===== src/rtl/mem_stage_if.sv =====
// Data-memory request/response bus between the orion memory stage (master)
// and the data memory (slave).
interface mem_stage_if #(
  parameter int XLEN  = 32,
  parameter int ADDRW = 32,
  parameter int MASKW = XLEN / 8
);
  logic             dmem_valid_o;
  logic             dmem_ready_i;
  logic [ADDRW-1:0] dmem_addr_o;
  logic [MASKW-1:0] dmem_mask_o;
  logic [XLEN-1:0]  dmem_wdata_o;
  logic             dmem_we_o;
  logic             dmem_rvalid_i;
  logic [XLEN-1:0]  dmem_rdata_i;

  modport master (
    output dmem_valid_o, dmem_addr_o, dmem_mask_o, dmem_wdata_o, dmem_we_o,
    input  dmem_ready_i, dmem_rvalid_i, dmem_rdata_i
  );

  modport slave (
    input  dmem_valid_o, dmem_addr_o, dmem_mask_o, dmem_wdata_o, dmem_we_o,
    output dmem_ready_i, dmem_rvalid_i, dmem_rdata_i
  );
endinterface


===== src/rtl/mem_stage.sv =====
// Orion memory stage: registers the EX result, runs the data-memory handshake,
// formats load data and emits one writeback pulse per retired instruction.
module mem_stage #(
  parameter int XLEN  = 32,
  parameter int ADDRW = 32,
  parameter int MASKW = XLEN / 8
) (
  input  logic             clk_i,
  input  logic             rst_i,
  // execute side
  input  logic             ex_valid_i,
  output logic             ex_ready_o,
  input  logic [4:0]       ex_rd_s_i,
  input  logic             ex_rd_we_i,
  input  logic [XLEN-1:0]  ex_rd_v_i,
  input  logic             ex_is_load_i,
  input  logic             ex_is_store_i,
  input  logic [2:0]       ex_ld_str_type_i,
  input  logic [XLEN-1:0]  ex_st_data_i,
  // data memory
  mem_stage_if.master      dmem,
  // writeback side
  output logic             wb_valid_o,
  output logic [4:0]       wb_rd_s_o,
  output logic             wb_rd_we_o,
  output logic [XLEN-1:0]  wb_rd_v_o,
  output logic             misaligned_o
);

  localparam int LW = $clog2(MASKW);

  localparam logic [2:0] F3_B  = 3'b000;
  localparam logic [2:0] F3_H  = 3'b001;
  localparam logic [2:0] F3_W  = 3'b010;
  localparam logic [2:0] F3_BU = 3'b100;
  localparam logic [2:0] F3_HU = 3'b101;

  typedef enum logic [1:0] {IDLE, REQ, RSP} state_t;

  state_t state_q, state_d;

  // captured EX result
  logic [4:0]       rd_s_q;
  logic             rd_we_q;
  logic [LW-1:0]    lane_q;
  logic [2:0]       type_q;
  logic [ADDRW-1:0] addr_q;
  logic [MASKW-1:0] mask_q;
  logic [XLEN-1:0]  wdata_q;
  logic             we_q;

  // writeback registers
  logic             wb_valid_q, wb_valid_d;
  logic [4:0]       wb_rd_s_q, wb_rd_s_d;
  logic             wb_rd_we_q, wb_rd_we_d;
  logic [XLEN-1:0]  wb_rd_v_q, wb_rd_v_d;
  logic             misal_q, misal_d;

  logic             cap_en;

  // ---------------------------------------------------------------------------
  // Decode of the incoming EX result
  // ---------------------------------------------------------------------------
  logic [ADDRW-1:0] ex_addr;
  logic [LW-1:0]    ex_lane;
  logic             ex_is_mem;
  logic             ex_misal;
  logic [MASKW-1:0] ex_mask;
  logic [XLEN-1:0]  ex_wdata;

  assign ex_addr   = ADDRW'(ex_rd_v_i);
  assign ex_lane   = ex_addr[LW-1:0];
  assign ex_is_mem = ex_is_load_i | ex_is_store_i;

  always_comb begin
    // NOTE: every combinational output gets a default first so no path infers a latch.
    ex_misal = 1'b0;
    ex_mask  = '0;
    ex_wdata = '0;
    unique case (ex_ld_str_type_i)
      F3_B, F3_BU: begin
        ex_mask  = MASKW'(1) << ex_lane;
        ex_wdata = XLEN'(ex_st_data_i[7:0]) << {ex_lane, 3'b000};
      end
      F3_H, F3_HU: begin
        ex_misal = ex_lane[0];
        ex_mask  = MASKW'(3) << ex_lane;
        ex_wdata = XLEN'(ex_st_data_i[15:0]) << {ex_lane[LW-1], 4'b0000};
      end
      F3_W: begin
        ex_misal = (ex_lane != '0);
        ex_mask  = '1;
        ex_wdata = ex_st_data_i;
      end
      default: ;
    endcase
  end

  // ---------------------------------------------------------------------------
  // Load data alignment and extension
  // ---------------------------------------------------------------------------
  logic [XLEN-1:0] ld_byte_sh;
  logic [XLEN-1:0] ld_half_sh;
  logic [XLEN-1:0] ld_data;

  assign ld_byte_sh = dmem.dmem_rdata_i >> {lane_q, 3'b000};
  assign ld_half_sh = dmem.dmem_rdata_i >> {lane_q[LW-1], 4'b0000};

  always_comb begin
    ld_data = '0;
    unique case (type_q)
      F3_B:    ld_data = {{(XLEN-8){ld_byte_sh[7]}}, ld_byte_sh[7:0]};
      F3_BU:   ld_data = {{(XLEN-8){1'b0}}, ld_byte_sh[7:0]};
      F3_H:    ld_data = {{(XLEN-16){ld_half_sh[15]}}, ld_half_sh[15:0]};
      F3_HU:   ld_data = {{(XLEN-16){1'b0}}, ld_half_sh[15:0]};
      F3_W:    ld_data = dmem.dmem_rdata_i;
      default: ld_data = '0;
    endcase
  end

  // ---------------------------------------------------------------------------
  // FSM next state and writeback next values
  // ---------------------------------------------------------------------------
  always_comb begin
    state_d    = state_q;
    cap_en     = 1'b0;
    wb_valid_d = 1'b0;
    wb_rd_s_d  = wb_rd_s_q;
    wb_rd_we_d = 1'b0;
    wb_rd_v_d  = wb_rd_v_q;
    misal_d    = 1'b0;

    unique case (state_q)
      IDLE: begin
        if (ex_valid_i) begin
          cap_en = 1'b1;
          if (!ex_is_mem) begin
            wb_valid_d = 1'b1;
            wb_rd_s_d  = ex_rd_s_i;
            wb_rd_we_d = ex_rd_we_i && (ex_rd_s_i != 5'd0);
            wb_rd_v_d  = ex_rd_v_i;
          end else if (ex_misal) begin
            // faulting access retires immediately without touching memory
            wb_valid_d = 1'b1;
            wb_rd_s_d  = ex_rd_s_i;
            wb_rd_v_d  = '0;
            misal_d    = 1'b1;
          end else begin
            state_d = REQ;
          end
        end
      end
      REQ: begin
        if (dmem.dmem_ready_i) begin
          if (we_q) begin
            wb_valid_d = 1'b1;
            wb_rd_s_d  = rd_s_q;
            wb_rd_v_d  = '0;
            state_d    = IDLE;
          end else begin
            state_d = RSP;
          end
        end
      end
      RSP: begin
        if (dmem.dmem_rvalid_i) begin
          wb_valid_d = 1'b1;
          wb_rd_s_d  = rd_s_q;
          wb_rd_we_d = rd_we_q && (rd_s_q != 5'd0);
          wb_rd_v_d  = ld_data;
          state_d    = IDLE;
        end
      end
      default: state_d = IDLE;
    endcase
  end

  // ---------------------------------------------------------------------------
  // Sequential state
  // ---------------------------------------------------------------------------
  // NOTE: sequential state uses non-blocking assignments only, so every register samples pre-edge values.
  always_ff @(posedge clk_i or negedge rst_i) begin
    if (!rst_i) begin
      state_q <= IDLE;
    end else begin
      state_q <= state_d;
    end
  end

  always_ff @(posedge clk_i or negedge rst_i) begin
    if (!rst_i) begin
      rd_s_q  <= '0;
      rd_we_q <= 1'b0;
      lane_q  <= '0;
      type_q  <= '0;
      addr_q  <= '0;
      mask_q  <= '0;
      wdata_q <= '0;
      we_q    <= 1'b0;
    end else if (cap_en) begin
      rd_s_q  <= ex_rd_s_i;
      rd_we_q <= ex_rd_we_i;
      lane_q  <= ex_lane;
      type_q  <= ex_ld_str_type_i;
      addr_q  <= {ex_addr[ADDRW-1:LW], {LW{1'b0}}};
      mask_q  <= ex_mask;
      wdata_q <= ex_wdata;
      we_q    <= ex_is_store_i;
    end
  end

  always_ff @(posedge clk_i or negedge rst_i) begin
    if (!rst_i) begin
      wb_valid_q <= 1'b0;
      wb_rd_s_q  <= '0;
      wb_rd_we_q <= 1'b0;
      wb_rd_v_q  <= '0;
      misal_q    <= 1'b0;
    end else begin
      wb_valid_q <= wb_valid_d;
      wb_rd_s_q  <= wb_rd_s_d;
      wb_rd_we_q <= wb_rd_we_d;
      wb_rd_v_q  <= wb_rd_v_d;
      misal_q    <= misal_d;
    end
  end

  // ---------------------------------------------------------------------------
  // Outputs: request signals depend on state and captured data only
  // ---------------------------------------------------------------------------
  assign ex_ready_o        = (state_q == IDLE);
  assign dmem.dmem_valid_o = (state_q == REQ);
  assign dmem.dmem_addr_o  = addr_q;
  assign dmem.dmem_mask_o  = mask_q;
  assign dmem.dmem_wdata_o = wdata_q;
  assign dmem.dmem_we_o    = we_q;

  assign wb_valid_o   = wb_valid_q;
  assign wb_rd_s_o    = wb_rd_s_q;
  assign wb_rd_we_o   = wb_rd_we_q;
  assign wb_rd_v_o    = wb_rd_v_q;
  assign misaligned_o = misal_q;

endmodule


===== src/flat_wrapper.sv =====
// flat-port wrapper written by rule: the top's interface ports become plain ports
module mem_stage_flat 
#(
  parameter int XLEN  = 32,
  parameter int ADDRW = 32,
  parameter int MASKW = XLEN / 8
)
  (clk_i, rst_i, ex_valid_i, ex_ready_o, ex_rd_s_i, ex_rd_we_i, ex_rd_v_i, ex_is_load_i, ex_is_store_i, ex_ld_str_type_i, ex_st_data_i, wb_valid_o, wb_rd_s_o, wb_rd_we_o, wb_rd_v_o, misaligned_o, dmem_dmem_valid_o, dmem_dmem_addr_o, dmem_dmem_mask_o, dmem_dmem_wdata_o, dmem_dmem_we_o, dmem_dmem_ready_i, dmem_dmem_rvalid_i, dmem_dmem_rdata_i);
  mem_stage_if #(.XLEN(XLEN), .ADDRW(ADDRW), .MASKW(MASKW)) dmem_i ();
  input  logic clk_i;
  input  logic rst_i;
  input  logic ex_valid_i;
  output logic ex_ready_o;
  input  logic [4:0] ex_rd_s_i;
  input  logic ex_rd_we_i;
  input  logic [XLEN-1:0] ex_rd_v_i;
  input  logic ex_is_load_i;
  input  logic ex_is_store_i;
  input  logic [2:0] ex_ld_str_type_i;
  input  logic [XLEN-1:0] ex_st_data_i;
  output logic wb_valid_o;
  output logic [4:0] wb_rd_s_o;
  output logic wb_rd_we_o;
  output logic [XLEN-1:0] wb_rd_v_o;
  output logic misaligned_o;
  output wire logic [$bits(dmem_i.dmem_valid_o)-1:0] dmem_dmem_valid_o;
  output wire logic [$bits(dmem_i.dmem_addr_o)-1:0] dmem_dmem_addr_o;
  output wire logic [$bits(dmem_i.dmem_mask_o)-1:0] dmem_dmem_mask_o;
  output wire logic [$bits(dmem_i.dmem_wdata_o)-1:0] dmem_dmem_wdata_o;
  output wire logic [$bits(dmem_i.dmem_we_o)-1:0] dmem_dmem_we_o;
  input wire logic [$bits(dmem_i.dmem_ready_i)-1:0] dmem_dmem_ready_i;
  input wire logic [$bits(dmem_i.dmem_rvalid_i)-1:0] dmem_dmem_rvalid_i;
  input wire logic [$bits(dmem_i.dmem_rdata_i)-1:0] dmem_dmem_rdata_i;
  assign dmem_dmem_valid_o = dmem_i.dmem_valid_o;
  assign dmem_dmem_addr_o = dmem_i.dmem_addr_o;
  assign dmem_dmem_mask_o = dmem_i.dmem_mask_o;
  assign dmem_dmem_wdata_o = dmem_i.dmem_wdata_o;
  assign dmem_dmem_we_o = dmem_i.dmem_we_o;
  assign dmem_i.dmem_ready_i = dmem_dmem_ready_i;
  assign dmem_i.dmem_rvalid_i = dmem_dmem_rvalid_i;
  assign dmem_i.dmem_rdata_i = dmem_dmem_rdata_i;
  mem_stage #(.XLEN(XLEN), .ADDRW(ADDRW), .MASKW(MASKW)) u_core (.clk_i(clk_i), .rst_i(rst_i), .ex_valid_i(ex_valid_i), .ex_ready_o(ex_ready_o), .ex_rd_s_i(ex_rd_s_i), .ex_rd_we_i(ex_rd_we_i), .ex_rd_v_i(ex_rd_v_i), .ex_is_load_i(ex_is_load_i), .ex_is_store_i(ex_is_store_i), .ex_ld_str_type_i(ex_ld_str_type_i), .ex_st_data_i(ex_st_data_i), .dmem(dmem_i), .wb_valid_o(wb_valid_o), .wb_rd_s_o(wb_rd_s_o), .wb_rd_we_o(wb_rd_we_o), .wb_rd_v_o(wb_rd_v_o), .misaligned_o(misaligned_o));
endmodule

===== config.mk =====
export PLATFORM = sky130hd
export DESIGN_NAME = mem_stage_flat
export DESIGN_NICKNAME = d
export VERILOG_FILES = /design/src/rtl/mem_stage_if.sv /design/src/rtl/mem_stage.sv /design/src/flat_wrapper.sv
export SDC_FILE = /design/constraint.sdc
export NUM_CORES = 1
export LEC_CHECK = 0
export CAP_MARGIN = 20
export CORE_MARGIN = 2
export CORE_UTILIZATION = 44
export CTS_CLUSTER_DIAMETER = 100
export DETAILED_ROUTE_END_ITERATION = 16
export PLACE_DENSITY = 0.81
export SLEW_MARGIN = 20
export SYNTH_ARGS = -nofsm -noshare
export SYNTH_HDL_FRONTEND = slang
export SYNTH_SLANG_ARGS = --single-unit

===== constraint.sdc =====
create_clock -name clk_i -period 2.7 [get_ports clk_i]
set_input_delay 0.405 -clock clk_i [delete_from_list [all_inputs] [get_ports clk_i]]
set_output_delay 0.405 -clock clk_i [all_outputs]
set_load 0.02 [all_outputs]

# Word-level counts from Yosys, hierarchy flattened
# Index checks and enable logic that the tools add are counted.
# totals
reg_bits	120
# classes
n_eq_ne	17
n_shift	6
n_mux	41
bitwise	1
n_reduce_logical	13
# op_table
op	n
32-bit 2-to-1 mux	6
32-bit one-hot mux with 3 select lines	2
32-bit one-hot mux with 5 select lines	1
16-bit by 5-bit << shifter with 32-bit output	1
8-bit by 5-bit << shifter with 32-bit output	1
32-bit by 5-bit right shift with 16-bit output	1
32-bit by 5-bit right shift with 8-bit output	1
5-bit 2-to-1 mux	6
5-bit one-hot mux with 3 select lines	1
1-bit 2-to-1 mux	14
3-bit equality test (second input constant)	4
2-bit 2-to-1 mux	6
4-bit one-hot mux with 3 select lines	1
5-bit nonzero test	2
3-bit by 1-bit equality test with 1-bit output (second input constant)	2
3-bit by 2-bit equality test with 1-bit output (second input constant)	2
3-bit logical NOT	2
2-bit by 1-bit inequality test with 1-bit output (second input constant)	3
2-bit inequality test (second input constant)	3
2-bit one-hot mux with 3 select lines	1
6-bit AND reduction	1
5-bit AND reduction	1
1-bit one-hot mux with 2 select lines	2
2-bit OR reduction	2
other kinds (11)	12

# Depth between registers and ports, before layout
# logic_depth
depth_word	7
depth_mapped	9
depth_no_buf	7

# Worst setup path after synthesis
# No wires, ideal clock.
# synth_path
path_kind	register -> register
start	register u_core.state_q[0]
end	register u_core.addr_q[26], in the netlist u_core.dmem.dmem_addr_o[26]
setup_ns	0.125
arrival_time_ns	1.921
required_time_ns	2.575
slack_ns	0.655
path_stages_with_launch	7
path_buffers	2
synth_period_minus_slack_ns	2.045
cell_sequence	dfrtp_1 -> inv_1 -> ha_1 -> nand2_1 -> clkbuf_1 -> clkbuf_1 -> mux2_2
# synth_between
elab_chain_cells	2
# synth_lines
item	line	rtl
from (decl)	mem_stage.sv:40	state_t state_q, state_d;
from (signal assigned)	mem_stage.sv:186	state_q <= state_d;
2-bit logical NOT	n/a	
via ex_ready_o	flat_wrapper.sv:13	output logic ex_ready_o;
1-bit 2-to-1 mux	mem_stage.sv:133	unique case (state_q)
to (signal assigned)	mem_stage.sv:205	addr_q <= {ex_addr[ADDRW-1:LW], {LW{1'b0}}};
to (decl)	mem_stage.sv:47	logic [ADDRW-1:0] addr_q;
# The timed path passes the listed nets, and every way through them passes these cells.
# A chain may end at the register's enable or synchronous reset.

# Final worst setup path
# layout_path
start	register u_core.state_q[1]
end	output ex_ready_o
# layout_between
elab_chain_cells	1
# layout_lines
item	line	rtl
2-bit logical NOT	mem_stage.sv:231	assign ex_ready_o = (state_q == IDLE);
to (decl)	flat_wrapper.sv:13	
# Every way passes these cells.

==> flow_summary.toml <==
[route]
drc_errors = 0
drt_wl_total_mm = 18.9
antenna_violating_nets_post_route = 0
routed_wire_length_per_instance_um = 20.2
detailedRoute.firstIterationViolations = 559
vias_per_cell = 5.79
drtPass1Iterations = 5
via_count = 5421

[synth]
synth-edff-count = 0
synth-async-reset-ratio_pct = 100
synthDistinctLibCells = 44
syn-cell-area_um2 = 5670
yosys.area_share.xor_xnor_pct = 0
synth_flop_cell = "dfrtp_1"
yosysWarningCount = 0
syn_inst = 533
post_synth_and_or_nand_nor_area_fraction_pct = 9.31
largest_family_of_logic_cells_by_synthesized_area = "compound AO/OA/AOI/OAI gates"
synth-compound-area-share_pct = 20.9
ys_seq_area_share_pct = 52.9
synth_seq_cells = 120
synthesis.area_per_instance_um2 = 10.6
synth.area.mux_share_pct = 12.3
synth_fa_ha_area_share_pct = 0.882

[critical_path]
startpoint_type = "register"
crit_path_slowest_cell = "clkdlybuf4s50_1"
setup.worst_path.class = "reg -> out"
endpoint_kind_of_the_worst_setup_timing_path = "output port"
timing.critical_path.arrival_ns = 1.89
worst-path-max-fanout = 7
cp_cell_sequence = "inv_1, ha_1, buf_4, clkdlybuf4s50_1"
crit_path_max_incr_delay_ns = 0.63
timing.critical_path.required_ns = 2.30

[sta]
fmaxAchievable_mhz = 435
rsz0062_at_grt = "no"
final-max-slew-violation-count = 0
final_min_period_ns = 2.30
timing.max_slew.rel_slack_pct = 52.1
timing.clock.skew_ns = 0.00775
finalHoldViolations = 0
finalCritPeriodShare_pct = 85.1
setup-violations-final = 0
setup_total_negative_slack_ns = 0
timing_worst_slew_pin_value_ns = 0.719

[placed_design]
globalplace.congestion = 0.876
dp_cells = 904
buffer_ports.inserted = 220
post_dp_cell_area_um2 = 8110
dp_hpwl_mm = 13.9

[pwr]
vdd_drop_max_uv = 568
static-leakage-power_nw = 3.57
power_density_nw_per_um2 = 1240

[cells_and_area]
final_cell_mix = "219 x clkdlybuf4s50_1, 120 x dfrtp_1, 53 x nor2_1"
mostFrequentLayoutCell = "clkdlybuf4s50_1"
seq_cell_area_um2 = 3000
layout.filler_cells = 968
syn_to_final_growth_pct = 54.5
postLayoutCellArea_um2 = 8770
finish.cell_count_without_fillers = 936
finalNetCount = 867
total_area_of_multi_input_combinational_cells_um2 = 2490
drive_gt1_share_pct = 14.3
insertedDiodeCount = 0

[clock_tree]
clk_latency_ns = 0.41
cts_made_buffers = 17
clk_root_buffer_cell = "clkbuf_16"
tritoncts_num_sinks = 120
hold_fix_buffers_at_cts = 0
clk_path_buf_depth = 2
cts.clk_slew.worst_paths_ns = 0.05
tritoncts = "yes"
postCtsSetupRepairBufs = 0
cts-htree-levels = 4
post_cts_resized = 0

[floorplanning]
fp.dieArea_um2 = 13800
die-height_um = 118
num_io_pins = 223
num_rows = 41
die_w_um = 118
core_um2 = 12600
starting_utilization_of_the_core_area_pct = 45.0

[global_routing]
grt_remaining_overflow = 0
grt_pass1_vias = 5570
initial_antenna_violation_count = 0
grt_max_degree = 75
grtUsageTotal_pct = 27.9
grt_pass1_wl_mm = 30.3

[status]
status = "complete, no violations"

[flow_run]
max_cap_violations = 0

[min_path]
hp-class = "in -> async"
## cell families (layout without fill, tap and decap cells)
logic type / after synthesis / count (layout)
other cells: 1 / 2
simple gates: 118 / 118
mux: 62 / 62
flops: 120 / 120
compound gates: 182 / 182
buf+inv: 46 / 276
fa+ha+maj: 4 / 4
## critical path: cells and delay by family (launching register included)
family / cells / cell delay [ns]
adder cells (fa/ha/maj): 1 / 0.17
flip-flops: 1 / 0.42
buffers and inverters: 3 / 0.90
## metal layers
layer	share of wire, %	GRT usage (%)	up-vias
li1	-	-	2409
met1	38	32.9	2653
met2	50	47.2	313
met3	9.0	8.87	46
met4	3.0	11.6	0
met5	0	0	-
## cell type report
class,instances,area share [%]
clock buffer,24,5.61
clock inverter,8,1.88
inverter,5,0.214
multi-input combinational,368,28.4
sequential,120,34.3
tap,172,2.46
timing repair buffer,239,27.1
## cell usage after synthesis, drive strengths merged, types with 5 or more instances
cell type / n / area (µm²)
nor2: 53 / 199
a22o: 8 / 70.1
inv: 5 / 18.8
dfrtp: 120 / 3000
o21ai: 34 / 170
clkbuf: 25 / 93.8
a22oi: 47 / 353
mux2: 50 / 563
a2bb2oi: 6 / 52.6
a21oi: 48 / 240
buf: 16 / 95.1
nand2: 36 / 135
mux2i: 11 / 110
nor3: 9 / 45.0
a31oi: 17 / 106
## sequential cells by signal, indices dropped and copies added (netlist names)
name	flops
u_core.dmem.dmem_addr_o	30
u_core.wb_rd_we_o	1
u_core.dmem.dmem_mask_o	4
u_core.misaligned_o	1
u_core.dmem.dmem_we_o	1
u_core.lane_q	2
u_core.wb_rd_s_o	5
u_core.state_q	2
u_core.rd_we_q	1
u_core.wb_valid_o	1
u_core.type_q	3
u_core.wb_rd_v_o	32
u_core.dmem.dmem_wdata_o	32
u_core.rd_s_q	5
## final timing paths
path                                                           from                                  endpoint  slack, ns  depth (start not counted)
setup / recovery                      u_core.state_q[1]$_DFFE_PN0P_                                ex_ready_o       0.40                          4
hold / removal                                                rst_i   u_core.dmem.dmem_addr_o[13]$_DFFE_PN0P_       0.02                          1
setup reg to reg                      u_core.state_q[0]$_DFFE_PN0P_           u_core.wb_rd_v_o[1]$_DFFE_PN0P_       0.44                          8
hold reg to reg            u_core.dmem.dmem_wdata_o[13]$_DFFE_PN0P_  u_core.dmem.dmem_wdata_o[13]$_DFFE_PN0P_       0.48                          2
max in group asynchronous                                     rst_i              u_core.rd_s_q[0]$_DFFE_PN0P_       1.98                          2
min in group clk_i         u_core.dmem.dmem_wdata_o[13]$_DFFE_PN0P_  u_core.dmem.dmem_wdata_o[13]$_DFFE_PN0P_       0.48                          2
## through the flow
stage,power [mW],util [%],hold slack [ns],setup slack (ns)
2_1_floorplan,6.05,-,0.109,0.655
3_3_place_gp,8.14,64.3,0.440,0.231
3_5_place_dp,8.32,64.3,0.451,0.179
4_1_cts,10.9,69.5,0.00865,0.387
5_1_grt,11.4,69.5,0.0512,0.246
6_report,10.8,69.5,0.0155,0.402
## power breakdown
group          switching (mW)  internal, mW
clock network           0.780          1.73
registers               0.561          2.62
logic                    2.65          2.49
total                    3.99          6.85
(Power assumes the default switching activity.)
